$ cat src/rtl/disp_scan_mux_pkg.sv
// Shared helpers and constants for the display scan multiplexer.
// Combinational only; no latency.
// No flow control; everything here is evaluated at elaboration or in logic.
package disp_scan_mux_pkg;

  // Widest channel count the one-hot helper can encode.
  localparam int MAX_CH = 32;

  // Slot length for simulation, and for a 50 MHz board (about 1 kHz per digit).
  localparam int DIV_SIM   = 3;
  localparam int DIV_BOARD = 50000;

  // Ceiling log2 with a floor of 1, so a counter always has at least one bit.
  function automatic int clog2(input int value);
    int r;
    r = 0;
    for (int i = 0; i < 31; i++) begin
      if ((1 << i) < value) r = i + 1;
    end
    return (r < 1) ? 1 : r;
  endfunction

  // Index to one-hot; callers truncate to their own channel count.
  function automatic logic [MAX_CH-1:0] onehot(input logic [31:0] pos);
    return MAX_CH'(1) << pos;
  endfunction

endpackage

$ cat src/rtl/disp_scan_mux_prescaler.sv
// Slot prescaler: emits tick on the last cycle of each DIV-cycle slot.
// Latency: tick is combinational from the counter state.
// Backpressure: hold freezes the counter and suppresses tick.
module scan_prescaler
  import disp_scan_mux_pkg::*;
#(
  parameter int DIV = 50000
) (
  input  logic clk,
  input  logic rst_n,
  input  logic hold,
  output logic tick
);

  localparam int            CW   = clog2(DIV);
  localparam logic [CW-1:0] LAST = CW'(DIV - 1);

  logic [CW-1:0] cnt;

  // With DIV=1 LAST is zero and the counter sits at zero, ticking every cycle.
  assign tick = !hold && (cnt == LAST);

  // Slot counter: wraps on tick, frozen while held so the slot resumes where it stopped.
  always_ff @(posedge clk or negedge rst_n) begin
    if (!rst_n) begin
      cnt <= '0;
    end else if (!hold) begin
      cnt <= tick ? '0 : cnt + CW'(1);
    end
  end

endmodule

$ cat src/rtl/disp_scan_mux.sv
// Display scan mux: shadows CH words and time-multiplexes them onto sel/out.
// Latency: sel/out are registered; a channel change appears at the tick edge.
// Backpressure: none; hold freezes the scan while out keeps refreshing.
module disp_scan_mux
  import disp_scan_mux_pkg::*;
#(
  parameter int             N     = 8,
  parameter int             CH    = 4,
  parameter int             DIV   = 50000,
  parameter logic [N-1:0]   BLANK = '0
) (
  input  logic            clk,
  input  logic            rst_n,
  input  logic [CH*N-1:0] data_in,
  input  logic            load,
  input  logic [CH-1:0]   en,
  input  logic            hold,
  output logic [CH-1:0]   sel,
  output logic [N-1:0]    out,
  output logic            frame_done
);

  localparam int            IW       = clog2(CH);
  localparam logic [IW-1:0] LAST_IDX = IW'(CH - 1);

  logic                  tick;
  logic [IW-1:0]         idx;
  logic [IW-1:0]         idx_next;
  logic [CH-1:0]         sel_next;
  logic [CH-1:0][N-1:0]  shadow;

  scan_prescaler #(.DIV(DIV)) u_prescaler (
    .clk   (clk),
    .rst_n (rst_n),
    .hold  (hold),
    .tick  (tick)
  );

  // Next scan position: advance on tick, wrapping explicitly so non-power-of-2 CH never overruns.
  always_comb begin
    idx_next = idx;
    sel_next = CH'(onehot(32'(idx)));
    if (tick) begin
      idx_next = (idx == LAST_IDX) ? '0 : idx + IW'(1);
    end
    sel_next = CH'(onehot(32'(idx_next)));
  end

  // Shadow buffer: all channels captured on the same edge so a frame is never mixed.
  always_ff @(posedge clk or negedge rst_n) begin
    if (!rst_n) begin
      shadow <= '0;
    end else if (load) begin
      shadow <= data_in;
    end
  end

  // Scan index and output registers; sel and out both derive from idx_next so they stay coherent.
  always_ff @(posedge clk or negedge rst_n) begin
    if (!rst_n) begin
      idx        <= '0;
      sel        <= CH'(1);
      out        <= '0;
      frame_done <= 1'b0;
    end else begin
      idx        <= idx_next;
      sel        <= sel_next;
      out        <= en[idx_next] ? shadow[idx_next] : BLANK;
      frame_done <= tick && (idx == LAST_IDX);
    end
  end

endmodule
$ cat config.mk
export PLATFORM = sky130hd
export DESIGN_NAME = disp_scan_mux
export DESIGN_NICKNAME = d
export VERILOG_FILES = /design/src/rtl/disp_scan_mux_pkg.sv /design/src/rtl/disp_scan_mux_prescaler.sv /design/src/rtl/disp_scan_mux.sv
export SDC_FILE = /design/constraint.sdc
export NUM_CORES = 1
export LEC_CHECK = 0
export CAP_MARGIN = 20
export CORE_MARGIN = 8
export CORE_UTILIZATION = 45
export CTS_CLUSTER_SIZE = 14
export DETAILED_ROUTE_END_ITERATION = 10
export GPL_ROUTABILITY_DRIVEN = 0
export GPL_TIMING_DRIVEN = 0
export MAX_ROUTING_LAYER = met4
export PLACE_DENSITY = 0.74
export SKIP_CTS_REPAIR_TIMING = 1
export SLEW_MARGIN = 25
export SYNTH_ARGS = -nofsm -noshare
export SYNTH_HDL_FRONTEND = slang
export SYNTH_SLANG_ARGS = --single-unit
$ cat constraint.sdc
create_clock -name clk -period 3.1 [get_ports clk]
set_input_delay 0.31 -clock clk [delete_from_list [all_inputs] [get_ports clk]]
set_output_delay 0.31 -clock clk [all_outputs]
set_load 0.01 [all_outputs]
==> run metrics, run 1 <==
outcome=complete, no violations; highest clock rate=about 0.38 GHz; H-tree levels=3; dominant cells by area after synthesis=dfrtp_1 (56%), mux2_2 (13%), mux4_2 (6.6%), xnor2_1 (2.6%), nor2_1 (2.3%); via count=roughly 1700; Psw=443 µW; setup tns final=0 ns; area grow syn2layout=31.0%; DRC Markers=0; core area=about 0.0059 mm²; CTS sink cnt=63; Final Hold Fails=0; Mapped Avg Cell Area=between 10 and 15 µm²; CTS buffer count=9; RSZ-0062 raised after global routing=no; PortBufs=51; initial antenna violation count=0; Worst setup EP type=flip-flop; vias in the first global route=1905; clock network power share=0.385; WP data arrival=roughly 2.8 ns; Mapped Area=0.00275 mm²; nets@finish=300; ANT nets after route=0; kind of critical path=input port to flip-flop; Post-Synthesis Cells=~190; most common cell in the synthesized netlist=dfrtp_1; Layout Skew=approximately 0.0096 ns; Pins Over Slew Limit=0; Distinct cells, synth=31; Total Power=around 2.0 mW; power share of the sequential group=0.493; Syn Nets=236; Worst IR Drop VDD=between 0.3 and 0.4 mV; top_reg_cell synth=dfrtp_1; routing usage on met3=0.0280; Hold Crit Class=input port to async pin; fin crit period=approximately 2.6 ns; GRT Total Usage=0.142; DRT Pass-1 Iters=4; Pwr Density=549 mW/mm²; Final period util=0.850; ys async rst share=1.00; Max clock buf depth=2; register area=around 0.0016 mm²; Diodes inserted=0; worst relative slew slack=0.551; Worst Path Max Fanout=10; Skew-Pair Late Insertion Delay=0.32 ns; top cells by count, synth=dfrtp_1 (62), mux2_2 (32), nor2_1 (17), nand2_1 (9); sequential share of the synthesized area=0.574; number of synthesized flops with an enable pin=0; Total Wirelength=~5600 µm; #FFs+latches synth=63; Core Rows=28; multi-input logic area=between 0.001 and 0.0015 mm²; Int Pwr=between 1.5 and 2 mW; drt wl/cell=~17 µm; Die H=between 90 and 100 µm; Worst EP required=3.27 ns; Initial Utilization=0.464; GRT met2 Usage=0.225; Ys Warns=0; Die ar.=0.00886 mm²; max-cap violation count=0; GR met1 Demand/Resource=0.167; largest net degree at the start of global routing=between 50 and 60; global-route wire length before repair=9300 µm; Comb pwr share=0.123; Die X=94.1 µm; I/O pins=53; fill count=approximately 470; vias per cell=between 5 and 6; initial drt markers=78; LEAKAGE=approximately 1.5 nW; Clock Tree Root=clkbuf_8; gr busiest metal=met2; CTS tree=built; share of cells above drive strength 1=0.244; Detailed Place HPWL=slightly above 4000 µm; clock transition at the registers of the reported paths=around 0.06 ns; global route overflow=0; switching share of total power=0.224; Setup Viol. Count Final=0; post-synth top area share=0.565; Tightest Pin Transition=0.674 ns; CP startpoint kind=input port; Yosys top cell by area=dfrtp_1
## cell usage in the layout (no fill, tap or decap)
| cell type | count |
|---|---|
| buf_4 | 1 |
| clkbuf_8 | 10 |
| nand3_1 | 4 |
| clkbuf_1 | 3 |
| a2111oi_4 | 2 |
| nor3_1 | 3 |
| mux2_2 | 32 |
| nand2_1 | 9 |
| ha_1 | 2 |
| nor4b_1 | 2 |
| a21oi_1 | 1 |
| nand4_1 | 2 |
| a21o_1 | 1 |
| buf_1 | 3 |
| inv_1 | 3 |
| nand4b_1 | 1 |
| and2_1 | 1 |
| xnor2_1 | 8 |
| dfrtp_1 | 62 |
| bufinv_16 | 2 |
| nor3b_1 | 8 |
| and4b_1 | 2 |
| nand2b_1 | 3 |
| clkinv_2 | 2 |
| and4_1 | 1 |
| dlygate4sd3_1 | 1 |
| mux4_2 | 8 |
| buf_2 | 1 |
| dfstp_2 | 1 |
| or3_1 | 1 |
| nor2_1 | 17 |
| buf_16 | 1 |
| mux2i_4 | 2 |
| buf_6 | 2 |
| xor2_1 | 5 |
| clkdlybuf4s50_1 | 50 |
| o21ai_0 | 2 |
| and3_1 | 3 |
## power groups by stage
stage / sequential, mW / combinational (mW) / clock, mW
2_1_floorplan: 0.973 / 0.133 / 0
3_3_place_gp: 0.984 / 0.233 / 0
3_5_place_dp: 0.987 / 0.245 / 0
4_1_cts: 0.972 / 0.247 / 0.776
5_1_grt: 0.984 / 0.271 / 0.819
6_report: 0.973 / 0.242 / 0.759
## layout make-up
cell class | instances | area share
Sequential cell | 63 | 0.438
Multi-Input combinational cell | 120 | 0.309
Clock buffer | 11 | 0.0393
Clock inverter | 4 | 0.0195
Inverter | 3 | 0.00313
Timing Repair Buffer | 53 | 0.152
Buffer | 8 | 0.0129
Tap cell | 75 | 0.0261
## worst max-delay path, cell delays in order
cell             delay [ns]
clkdlybuf4s50_1        0.49
and4b_1                0.37
and4_1                 0.23
buf_6                  0.15
mux2i_4                0.36
buf_6                  0.23
mux4_2                 0.51
nor3b_1                0.15
## stage by stage
step	setup WS (ns)	hold WS [ns]	instances	utilization	area, µm²
after floorplan	0.700	0.0144	194	-	2750
after global routing	0.331	0.395	337	0.608	3600
after global placement	-0.306	0.484	320	0.566	3350
final	0.465	0.377	337	0.608	3600
after CTS	0.457	-0.173	336	0.606	3590
after detailed placement	0.117	0.176	321	0.570	3380
## worst paths after layout
path | startpoint | end | slack, ns | cells past startpoint
min in group clk | load | shadow[8]$_DFFE_PN0P_ | 0.41 | 2
hold / removal | rst_n | u_prescaler.cnt[2]$_DFFE_PN0N_ | 0.38 | 2
max in group asynchronous | rst_n | idx[1]$_DFF_PN0_ | 2.23 | 3
hold reg to reg | u_prescaler.cnt[10]$_DFFE_PN0N_ | u_prescaler.cnt[10]$_DFFE_PN0N_ | 0.50 | 1
setup / recovery | hold | out[6]$_DFF_PN0_ | 0.46 | 8
setup reg to reg | u_prescaler.cnt[0]$_DFFE_PN0N_ | out[6]$_DFF_PN0_ | 0.48 | 8
## layer usage
metal | share of wire | routed length (µm)
met1 | 0.43 | 2400
met2 | 0.52 | 2910
met3 | 0.037 | 208
met4 | 0.014 | 78
met5 | 0 | 0
## state kept, by name, summed over array words and instances, names as in the netlist
name / count
frame_done: 1
idx: 2
out: 8
sel: 4
shadow: 32
u_prescaler.cnt: 16
## logic make-up after synthesis
kind of cell	synth area share
flops	0.574
simple gates	0.113
mux	0.213
xor+xnor	0.0414
buf+inv	0.0209
compound gates	0.0282
fa+ha+maj	0.00911
Power figures use the tool's default switching activity.
==> run 2: changes to the inputs <==
Settings changed: PLACE_DENSITY 0.74 to 0.71.
Clock period 3.1 ns to 3 ns, I/O delays scaled along.
==> run metrics, run 2 (synthesized netlist as in run 1, its figures left out) <==
LEAKAGE=1.53 nW (about the same); Layout Skew=0.00617 ns (-0.00347 ns); CTS tree=built; highest clock rate=0.381 GHz; Top delay family on crit path=buffers and inverters; Die ar.=0.00886 mm² (unchanged); Final period util=0.874; GRT Total Usage=0.137 (-0.00448); vias in the first global route=1807 (-5.1%); fill count=488 (+4.1%); initial antenna violation count=0 (unchanged); Tightest Pin Transition=0.624 ns (-0.0499 ns); CP most frequent cell=buf_6; Finished Cell Area=0.00361 mm² (+0.31%); Initial Utilization=0.464 (unchanged); register area=0.00158 mm² (unchanged); Detailed Place HPWL=3980 µm (-2.5%); fin crit period=2.62 ns; global route overflow=0 (unchanged); Max clock buf depth=2 (unchanged); worst-path cell chain=clkdlybuf4s50_1 > and4b_1 > and4_1 > buf_6 > mux2i_4 > buf_6 > mux4_2 > nor3b_1; Pwr Density=573 mW/mm² (+4.4%); CTS sink cnt=63 (unchanged); I/O pins=53 (unchanged); global-route wire length before repair=8960 µm (-3.7%); kind of critical path=input port to flip-flop; core area=0.00592 mm² (unchanged); most common cell after layout, fill and taps aside=dfrtp_1; Crit path largest cell delay=0.51 ns (about the same); Final Hold Fails=0 (unchanged); worst setup margin=0.377 ns (-0.0873 ns); hold slack final=0.363 ns (-0.0135 ns); CTS buffer count=9 (unchanged); share of cells above drive strength 1=0.247 (+0.00287); DRT Pass-1 Iters=4 (unchanged); area grow syn2layout=31.4%; Pins Over Slew Limit=0 (unchanged); via count=1723 (-0.81%); initial drt markers=60 (-23%); CP bufs+invs=3 (unchanged); PortBufs=51 (unchanged); Clock Tree Root=clkbuf_8; Setup Viol. Count Final=0 (unchanged); dpl cell area=0.00338 mm² (unchanged); DP Worst Slack=0.0227 ns (-0.0939 ns); Total Power=2.07 mW (+4.8%); Total Wirelength=5510 µm (-1.5%); Core Rows=28 (unchanged); DRC Markers=0 (unchanged); Die H=94.1 µm (unchanged); ANT nets after route=0 (unchanged); outcome=complete, no violations; Hold Crit Class=input port to async pin; vias per cell=5.10 (-1.1%); commonest cells after routing, fill and taps aside=dfrtp_1 (62), clkdlybuf4s50_1 (50), mux2_2 (32); RSZ-0062 raised after global routing=no; Die X=94.1 µm (unchanged); critical path's slowest cell=mux4_2; Worst EP required=3.19 ns (-0.08 ns); clock transition at the registers of the reported paths=0.07 ns (about the same); Diodes inserted=0 (unchanged); Skew-Pair Late Insertion Delay=0.33 ns (about the same); max-cap violation count=0 (unchanged); most flop-heavy register=shadow; multi-input logic area=0.00111 mm² (unchanged); largest net degree at the start of global routing=52 (unchanged); CP startpoint kind=input port; max reg flops=32 (unchanged); WP data arrival=2.81 ns (about the same); worst relative slew slack=0.584 (+0.0333); setup tns final=0 ns (unchanged); Worst Path Max Fanout=10 (unchanged); drt wl/cell=16.3 µm (-1.8%); Largest regs=shadow (32), u_prescaler.cnt (16), out (8); Worst setup EP type=flip-flop; nets@finish=300 (unchanged); H-tree levels=3 (unchanged); Worst IR Drop VDD=0.330 mV (+2.9%)
## run 2: path summary, 6_finish.rpt
check	start	endpoint	slack, ns	cells after the start
max	hold	out[3]$_DFF_PN0_	0.38	8
min	rst_n	u_prescaler.cnt[7]$_DFFE_PN0N_	0.36	2
max reg2reg	u_prescaler.cnt[0]$_DFFE_PN0N_	out[3]$_DFF_PN0_	0.38	8
min reg2reg	shadow[13]$_DFFE_PN0P_	shadow[13]$_DFFE_PN0P_	0.50	1
max in group asynchronous	rst_n	shadow[23]$_DFFE_PN0P_	2.14	3
min in group clk	load	shadow[22]$_DFFE_PN0P_	0.38	2
## run 2: per-stage QoR
| step | cells | util |
|---|---|---|
| floorplan | 194 | - |
| global placement | 320 | 0.566 |
| detailed placement | 321 | 0.570 |
| CTS | 337 | 0.608 |
| global route | 338 | 0.610 |
| finish | 338 | 0.610 |
## run 2: final cells by class
class	count	share of cell area
clock buffers	11	0.0392
plain buffers	8	0.0128
flip-flops and latches	63	0.437
repair buffers	53	0.151
multi-input cells	120	0.308
inverters	3	0.00312
well taps	75	0.0260
clock inverters	5	0.0225
## run 2: layer usage
layer / track usage / vias to the layer above / share of wire
met5: - / - / 0
met4: 0.0713 / 0 / 0.018
met3: 0.0384 / 8 / 0.045
met2: 0.203 / 39 / 0.48
met1: 0.167 / 856 / 0.45
li1: - / 820 / -
## run 2: power by group
group / internal (mW) / leakage [nW] / total (mW) / switching [mW]
clock network: 0.491 / 0.110 / 0.812 / 0.321
logic: 0.159 / 0.638 / 0.250 / 0.0905
registers: 0.939 / 0.784 / 1.01 / 0.0677
total: 1.59 / 1.53 / 2.07 / 0.479
